<file path="src/rtl/isqrt_pkg.sv">
// Shared sizing helpers and the per-stage bundle type for the radix-4 integer square-root pipe.
package isqrt_pkg;

  localparam int unsigned DefaultN = 32;

  function automatic int unsigned res_width(input int unsigned n);
    return n / 2;
  endfunction

  // One extra radix-4 digit of headroom keeps the trial subtraction from wrapping.
  function automatic int unsigned rem_width(input int unsigned n);
    return n / 2 + 2;
  endfunction

  function automatic int unsigned latency(input int unsigned n);
    return n / 2;
  endfunction

  localparam int unsigned DefResW = res_width(DefaultN);
  localparam int unsigned DefRemW = rem_width(DefaultN);

  typedef struct packed {
    logic                vld;
    logic [DefRemW-1:0]  rem;
    logic [DefResW-1:0]  root;
    logic [DefaultN-1:0] rad;
  } isqrt_stage_t;

endpackage

</file>
<file path="src/rtl/isqrt_stage.sv">
// One restoring radix-4 square-root iteration: brings down the next two radicand bits and
// decides one root bit. Purely combinational.
module isqrt_stage
  import isqrt_pkg::*;
#(
  parameter int unsigned N = 32
) (
  input  logic [rem_width(N)-1:0] rem_i,
  input  logic [res_width(N)-1:0] root_i,
  input  logic [N-1:0]            rad_i,
  output logic [rem_width(N)-1:0] rem_o,
  output logic [res_width(N)-1:0] root_o,
  output logic [N-1:0]            rad_o
);

  localparam int unsigned ResW = res_width(N);
  localparam int unsigned RemW = rem_width(N);
  localparam int unsigned WideW = RemW + 2;

  // Computed two bits wider than rem so no bit of rem_i is dropped before the compare.
  logic [WideW-1:0] r_shift;
  logic [WideW-1:0] trial;
  logic [WideW-1:0] diff;
  logic             fits;

  always_comb begin
    r_shift = {rem_i, rad_i[N-1:N-2]};
    trial   = WideW'({root_i, 2'b01});
    diff    = r_shift - trial;
    fits    = (r_shift >= trial);
    rem_o   = fits ? RemW'(diff) : RemW'(r_shift);
    root_o  = (root_i << 1) | ResW'(fits);
    rad_o   = rad_i << 2;
  end

endmodule

</file>
<file path="src/rtl/isqrt_pipe.sv">
// Fully pipelined floor(sqrt(x)): N/2 registered radix-4 stages, one operand per cycle,
// no backpressure. Only the valid chain and the final root are reset.
module isqrt_pipe
  import isqrt_pkg::*;
#(
  parameter int unsigned N = 32
) (
  input  logic                    clk,
  input  logic                    rst,
  input  logic                    x_vld,
  input  logic [N-1:0]            x,
  output logic                    y_vld,
  output logic [res_width(N)-1:0] y
);

  localparam int unsigned ResW   = res_width(N);
  localparam int unsigned RemW   = rem_width(N);
  localparam int unsigned Stages = latency(N);

  // Index 0 is the pipe input; index i+1 is the register output of stage i.
  logic            vld_s  [Stages+1];
  logic [RemW-1:0] rem_s  [Stages+1];
  logic [ResW-1:0] root_s [Stages+1];
  logic [N-1:0]    rad_s  [Stages+1];

  assign vld_s[0]  = x_vld;
  assign rem_s[0]  = '0;
  assign root_s[0] = '0;
  assign rad_s[0]  = x;

  for (genvar i = 0; i < Stages; i++) begin : g_stage
    logic            vld_q;
    logic [RemW-1:0] rem_q, rem_d;
    logic [ResW-1:0] root_q, root_d;
    logic [N-1:0]    rad_q, rad_d;

    isqrt_stage #(
      .N(N)
    ) u_stage (
      .rem_i  (rem_s[i]),
      .root_i (root_s[i]),
      .rad_i  (rad_s[i]),
      .rem_o  (rem_d),
      .root_o (root_d),
      .rad_o  (rad_d)
    );

    always_ff @(posedge clk) begin
      if (!rst) begin
        vld_q <= 1'b0;
      end else begin
        vld_q <= vld_s[i];
      end

      // The last root register is the visible result, so it alone gets a reset value.
      if (!rst && (i == Stages - 1)) begin
        root_q <= '0;
      end else if (vld_s[i]) begin
        root_q <= root_d;
      end

      if (vld_s[i]) begin
        rem_q <= rem_d;
        rad_q <= rad_d;
      end
    end

    assign vld_s[i+1]  = vld_q;
    assign rem_s[i+1]  = rem_q;
    assign root_s[i+1] = root_q;
    assign rad_s[i+1]  = rad_q;
  end

  assign y_vld = vld_s[Stages];
  assign y     = root_s[Stages];

  // Final remainder and exhausted radicand carry no information.
  logic unused_tail;
  assign unused_tail = ^{rem_s[Stages], rad_s[Stages]};

endmodule
</file>
<file path="config.mk">
export PLATFORM = sky130hd
export DESIGN_NAME = isqrt_pipe
export DESIGN_NICKNAME = d
export VERILOG_FILES = /design/src/rtl/isqrt_pkg.sv /design/src/rtl/isqrt_stage.sv /design/src/rtl/isqrt_pipe.sv
export SDC_FILE = /design/constraint.sdc
export NUM_CORES = 1
export LEC_CHECK = 0
export CAP_MARGIN = 5
export CORE_AREA = 10 10 232 234
export CTS_CLUSTER_DIAMETER = 120
export DETAILED_ROUTE_END_ITERATION = 10
export DIE_AREA = 0 0 242 244
export PLACE_DENSITY = 0.77
export SKIP_LAST_GASP = 1
export SYNTH_ARGS = -nofsm -noshare
export SYNTH_HDL_FRONTEND = slang
export SYNTH_SLANG_ARGS = --single-unit
export TNS_END_PERCENT = 5
</file>
<file path="constraint.sdc">
create_clock -name clk -period 3.7 [get_ports clk]
set_input_delay 0.555 -clock clk [delete_from_list [all_inputs] [get_ports clk]]
set_output_delay 0.555 -clock clk [all_outputs]
set_load 0.02 [all_outputs]
</file>
==> impl_metrics.toml, run 1 <==
[hold_path]
worstHoldStart = "g_stage[3].rad_q[20]$_DFFE_PP_"
hold_path_class = "reg -> reg"
holdPathStages = 0

[grt]
grt_pass1_vias = 17100
grt_antenna_before_repair = 0
grt_pass1_wl_um = 86100
grt_max_degree = 49
grt_overflow = 0
grt_use_total = 0.1776

[cells_and_area]
fin_nets = 2500
num-fill-cells = 3545
area_delta_synth_final_pct = 12.16
drive_gt1_frac = 0.07490
fin_util = 0.6630
final_cells = 3035
fin_area_um2 = 32790
diodes = 0

[drt]
drt-initial-drc-count = 1148
vias = 17110
routed_wirelength_um = 52390
wl_met1_um = 22710
drc = 0
drtAntennaViolNets = 0
routed_via_density = 5.637
route.met3.wl_um = 2650
top_layer = "met4"
wl_per_cell_um = 17.26
wl_met2_um = 25730
dr.pass1.iters = 5

[floorplan]
start_util = 0.5911
ioPinCount = 52
dieArea_um2 = 59050
fp.dieH_um = 244
core_area_um2 = 49450
die_x_um = 242
rows = 82

[power_and_ir_drop]
p_leak_nw = 12.18
power.density_nw_per_um2 = 453.6
ir_worst_vdd_v = 0.0004582
fin_total_pwr_mw = 14.87

[sta]
slew_viol_final = 0
layout_min_cycle_time_ns = 3.105
tightest_slew_ns = 1.053
period_share = 0.8393
setup_viol = 0
slew_headroom = 0.2982
fmaxAchievable_mhz = 322.0
final_hold_viol_count = 0
setup_tns_ns = 0
setup_slack_ns = 0.5947
hold_slack_ns = 0.4125
rsz0062_at_grt = "false"
clock_skew_ns = 0.01744

[placement]
dpl.hpwl_um = 37360
io_buffers = 51
place_congestion = 0.9055
dp_cells = 2915
post-place-ws_ns = 0.6857
post_dp_cell_area_um2 = 30620

[setup_path]
critPathRequiredTime_ns = 4.04
critPathLaunch = "g_stage[12].rem_q[4]$_DFFE_PP_"
end_kind = "flip-flop"
path_common_cell = "a2111oi_0"
path_cells = "ha_1, a2111oi_0, nor3_1, o21ai_0, o211ai_1, a211o_1, a2111oi_0, mux2i_1"
cp-start-kind = "flip-flop"
cpPeakStageDelay_ns = 0.54
cp_max_fo = 6
critical_path_class = "reg -> reg"
reg2reg_from = "g_stage[12].rem_q[4]$_DFFE_PP_"
cp.arrival_ns = 3.44
cpMaxStageDelayCell = "a2111oi_0"
worstRegToRegCells = 8

[synthesis]
synth_ff_type = "edfxtp_1"
syn_inst = 2205
yosysSeqAreaShare = 0.6485
ys_async_sr_fraction = 0
yosysTopAreaCell = "edfxtp_1"
yosys-top-cells-area = "edfxtp_1, ha_1, xor2_1, xnor2_1, inv_1"
ys_ff_latch = 642
synth.distinct_cells = 78
yosysTopAreaCellShare = 0.6266
synth_edf_count = 610
syn-num-nets = 2393
yosysWarningCount = 0
synth.avg_cell_area_um2 = 13.26
syn-cell-area_um2 = 29230

[clock_network]
cts_max_level = 3
clk_path_buf_depth = 3
cts_setup_buffers = 0
clkTransAtPathRegs_ns = 0.06
post_cts_resized = 0
hold_buffers = 0
cts_root_buffer = "clkbuf_16"
cts_sinks = 642
clk_latency_ns = 0.61
cts_tree = "yes"
numCtsBuffers = 67

[run_status]
status = "completed"

[job]
maxCapViolations = 0
==> final cells by class <==
cell class | instances | area (um^2) | area share
tap | 672 | 840.8 | 0.02564
timing repair buffer | 73 | 675.6 | 0.02061
clock buffer | 88 | 1787 | 0.05450
sequential | 642 | 18970 | 0.5785
inverter | 183 | 686.9 | 0.02095
clock inverter | 32 | 379.1 | 0.01156
multi-input combinational | 1345 | 9450 | 0.2882
==> registers in the layout, summed over array words and instances (netlist names) <==
signal	count
g_stage.rad_q	240
g_stage.root_q	120
g_stage.rem_q	250
g_stage.vld_q	15
y_vld	1
y	16
==> routing by layer <==
metal  track usage  up-vias
li1              -     8354
met1        0.2236     8261
met2        0.3017      399
met3       0.03793       93
met4       0.06048        0
met5             0        -
==> kinds of logic (layout without fill, tap and decap cells) <==
logic type	after synthesis	in the layout	share of synthesized area
other	1	1	0.0001283
XOR/XNOR	184	184	0.05513
AND/OR/NAND/NOR	564	564	0.09960
buffers and inverters	218	376	0.02833
AO/OA/AOI/OAI	389	389	0.08303
flip-flops	642	642	0.6485
multiplexers	54	54	0.01977
adder cells (fa/ha/maj)	153	153	0.06549
==> cells in the mapped netlist (all sizes together), types with 15 or more instances <==
cell and instances:
xor2 94, ha 153, nand4 22, a21oi 128, nand3 20, a211oi 15, or4 22, nor2b 42
o21ai 96, o31ai 20, dfxtp 32, mux2i 24, nor3 58, inv 183, edfxtp 610, o21a 30
xnor2 90, a21o 28, nand2 118, clkbuf 30, nor2 140, nor4 26, and2 23, or3 20
mux2 30, nand2b 28
==> power breakdown <==
| part | total, mW | switching (mW) | internal, mW |
|---|---|---|---|
| logic | 0.215 | 0.107 | 0.108 |
| clock network | 6.60 | 2.74 | 3.86 |
| registers | 8.06 | 0.0717 | 7.99 |
==> cells in the final DEF, fill, tap and decap left out, types with 7 or more instances in the layout <==
cell | netlist | final
a2111oi_0 | 10 | 10
a211oi_1 | 14 | 14
a21boi_0 | 7 | 7
a21o_1 | 28 | 28
a21oi_1 | 128 | 128
a31oi_1 | 8 | 8
and2_1 | 23 | 23
and3_1 | 10 | 10
buf_4 | 0 | 22
clkbuf_1 | 30 | 19
clkbuf_16 | 0 | 68
clkdlybuf4s50_1 | 0 | 51
clkinv_1 | 0 | 10
clkinv_2 | 0 | 10
dfxtp_1 | 32 | 25
dfxtp_2 | 0 | 7
edfxtp_1 | 610 | 610
ha_1 | 153 | 153
inv_1 | 182 | 182
mux2_2 | 30 | 30
mux2i_1 | 24 | 24
nand2_1 | 118 | 118
nand2b_1 | 28 | 28
nand3_1 | 20 | 20
nand4_1 | 22 | 22
nor2_1 | 140 | 140
nor2b_1 | 42 | 42
nor3_1 | 54 | 54
nor3b_1 | 9 | 9
nor4_1 | 26 | 26
o211ai_1 | 8 | 8
o21a_1 | 30 | 30
o21ai_0 | 95 | 95
o31ai_1 | 20 | 20
or2_2 | 8 | 8
or3_1 | 17 | 17
or4_1 | 18 | 18
xnor2_1 | 90 | 90
xor2_1 | 94 | 94
==> final timing paths <==
check	endpoint	slack, ns
min reg2reg	g_stage[4].rad_q[22]$_DFFE_PP_	0.41
min	g_stage[4].rad_q[22]$_DFFE_PP_	0.41
max reg2reg	g_stage[13].rem_q[17]$_DFFE_PP_	0.59
max	g_stage[13].rem_q[17]$_DFFE_PP_	0.59
==> critical path, delay by kind of cell (launching register included) <==
kind                       cells  cell delay, ns
AOI/OAI and AO/OA              5            1.79
DFF                            1            0.41
adders and majority gates      1            0.39
muxes                          1            0.14
and+or+nand+nor                1            0.10
Power figures use the tool's default switching activity.
==> run 2, diff against run 1 <==
- clock period: 3.7 -> 3.2 ns (I/O delays scaled with it)
==> impl_metrics.toml, run 2 (synthesis results as in run 1) <==
[run_status]
status = "completed"

[setup_path]
cpMaxStageDelayCell = "a2111oi_1"
crit_end = "g_stage[13].rem_q[17]$_DFFE_PP_"
critPathRequiredTime_ns = 3.54
path_cells = "ha_1, a2111o_1, o21ai_0, o211ai_1, a211o_1, a2111oi_1, mux2i_1"
path_buf_inv = 0
cp_max_fo = 6
critPathTopFamily = "compound AO/OA/AOI/OAI gates"
worst_r2r_endpoint = "g_stage[13].rem_q[17]$_DFFE_PP_"
end_kind = "flip-flop"
critPathLaunch = "g_stage[12].rem_q[4]$_DFFE_PP_"
reg2reg_slack_ns = 0.05
cpPeakStageDelay_ns = 0.53
worstRegToRegCells = 7
reg2reg_from = "g_stage[12].rem_q[4]$_DFFE_PP_"
cp.arrival_ns = 3.49
cp-start-kind = "flip-flop"
critical_path_class = "reg -> reg"
cp.depth = 7

[cells_and_area]
fin_area_um2 = 32890
reg_top3 = "g_stage.rem_q (250), g_stage.rad_q (240), g_stage.root_q (120)"
diodes = 0
regMostFlops = "g_stage.rem_q"
largest_reg_flops = 250
regArea_um2 = 18970
num-fill-cells = 3474
multi_input_area_um2 = 9453
area_delta_synth_final_pct = 12.52
fin_nets = 2515
final_common_cell = "edfxtp_1"
mostFrequentLayoutCells = "edfxtp_1, inv_1, ha_1"
drive_gt1_frac = 0.07951
final_cells = 3049

[drt]
dr.pass1.iters = 7
routed_via_density = 5.647
routed_wirelength_um = 52890
wl_per_cell_um = 17.35
top_layer = "met4"
route.met3.wl_um = 2816
drt-initial-drc-count = 1163
vias = 17220
drtAntennaViolNets = 0
wl_met1_um = 22520
drc = 0
wl_met2_um = 26230

[floorplan]
start_util = 0.5911
fp.dieH_um = 244
dieArea_um2 = 59050
ioPinCount = 52
rows = 82
die_x_um = 242
core_area_um2 = 49450

[sta]
setup_viol = 0
slew_headroom = 0.2471
final_hold_viol_count = 0
fmaxAchievable_mhz = 317.7
slew_viol_final = 0
tightest_slew_ns = 1.129
rsz0062_at_grt = "true"
period_share = 0.9836
layout_min_cycle_time_ns = 3.148
clock_skew_ns = 0.02615

[placement]
place_congestion = 0.9125
post_dp_cell_area_um2 = 30750
dpl.hpwl_um = 37400
dp_cells = 2929
io_buffers = 51

[power_and_ir_drop]
power.density_nw_per_um2 = 520.4
ir_worst_vdd_v = 0.0006654
p_leak_nw = 12.25
fin_total_pwr_mw = 17.12

[clock_network]
clk_path_buf_depth = 3
clk_latency_ns = 0.60
clkTransAtPathRegs_ns = 0.06
cts_max_level = 3
cts_root_buffer = "clkbuf_16"
cts_sinks = 642
hold_buffers = 0
numCtsBuffers = 68
cts_tree = "yes"

[grt]
grt_pass1_vias = 17440
grt_pass1_wl_um = 87080
grt_max_degree = 49
grt_overflow = 0
grt_use_total = 0.1783
grt_antenna_before_repair = 0

[job]
maxCapViolations = 0

[hold_path]
hold_path_class = "reg -> reg"
==> run 2: power breakdown <==
part	internal (mW)	switching, mW	total [mW]
clock	4.45	3.09	7.54
sequential	9.23	0.0842	9.32
combinational	0.126	0.131	0.257
total	13.8	3.31	17.1
==> run 2: how the worst min path moves through the flow <==
stage	to	start	slack [ns]	cells after the start
6_report	g_stage[7].rad_q[31]$_DFFE_PP_	g_stage[6].rad_q[29]$_DFFE_PP_	0.41	0
3_3_place_gp	g_stage[4].rad_q[21]$_DFFE_PP_	g_stage[3].rad_q[19]$_DFFE_PP_	0.40	0
4_1_cts	g_stage[0].rad_q[31]$_DFFE_PP_	x[29]	0.40	1
3_5_place_dp	g_stage[2].rad_q[20]$_DFFE_PP_	g_stage[1].rad_q[18]$_DFFE_PP_	0.40	0
2_1_floorplan	g_stage[10].rad_q[22]$_DFFE_PP_	g_stage[9].rad_q[20]$_DFFE_PP_	0.40	0
5_1_grt	g_stage[5].rad_q[28]$_DFFE_PP_	g_stage[4].rad_q[26]$_DFFE_PP_	0.41	0
==> run 2: per-layer routing <==
metal,GRT usage,up-vias
met1,0.2202,8288
met5,0,-
met4,0.06621,0
met3,0.03346,107
met2,0.3089,439
li1,-,8385
==> run 2: per-stage QoR <==
step	setup WS, ns	hold WS (ns)	utilization	TNS, ns
6_report	0.05235	0.4095	0.6652	0
5_1_grt	-0.02801	0.4129	0.6652	-0.03486
4_1_cts	0.08868	0.3965	0.6651	0
3_5_place_dp	0.1080	0.4045	0.6218	0
3_3_place_gp	0.2063	0.4002	0.6218	0
2_1_floorplan	0.3507	0.4003	-	0
==> run 2: worst reg2reg max path, cell delays in order, from the launching register on <==
cell and delay, ns:
edfxtp_1 0.38, ha_1 0.39, a2111o_1 0.39, o21ai_0 0.40, o211ai_1 0.27, a211o_1 0.40, a2111oi_1 0.54, mux2i_1 0.13
==> run 2: area by class of cell <==
| cell class | count | share of cell area |
|---|---|---|
| Clock buffer | 90 | 0.05706 |
| Sequential cell | 642 | 0.5766 |
| Multi-Input combinational cell | 1345 | 0.2874 |
| Clock inverter | 30 | 0.008064 |
| Inverter | 183 | 0.02088 |
| Tap cell | 672 | 0.02556 |
| Timing Repair Buffer | 87 | 0.02450 |
==> run 2: repair_timing <==
item                                    in CTS  in global routing
endpoints found under the setup margin       2                  3
cloned                                       0                  0
buffers inserted                             0                  0
resized for setup                            1                  2
==> run 3, diff against run 2 <==
==> constraint.sdc (replaced) <==
create_clock -name clk -period 3.2 [get_ports clk]
set_input_delay 0.64 -clock clk [delete_from_list [all_inputs] [get_ports clk]]
set_output_delay 0.64 -clock clk [all_outputs]
set_load 0.02 [all_outputs]
==> results of run 3 <==
Same layout as run 2: the final DEF is identical, and so are final timing and power.
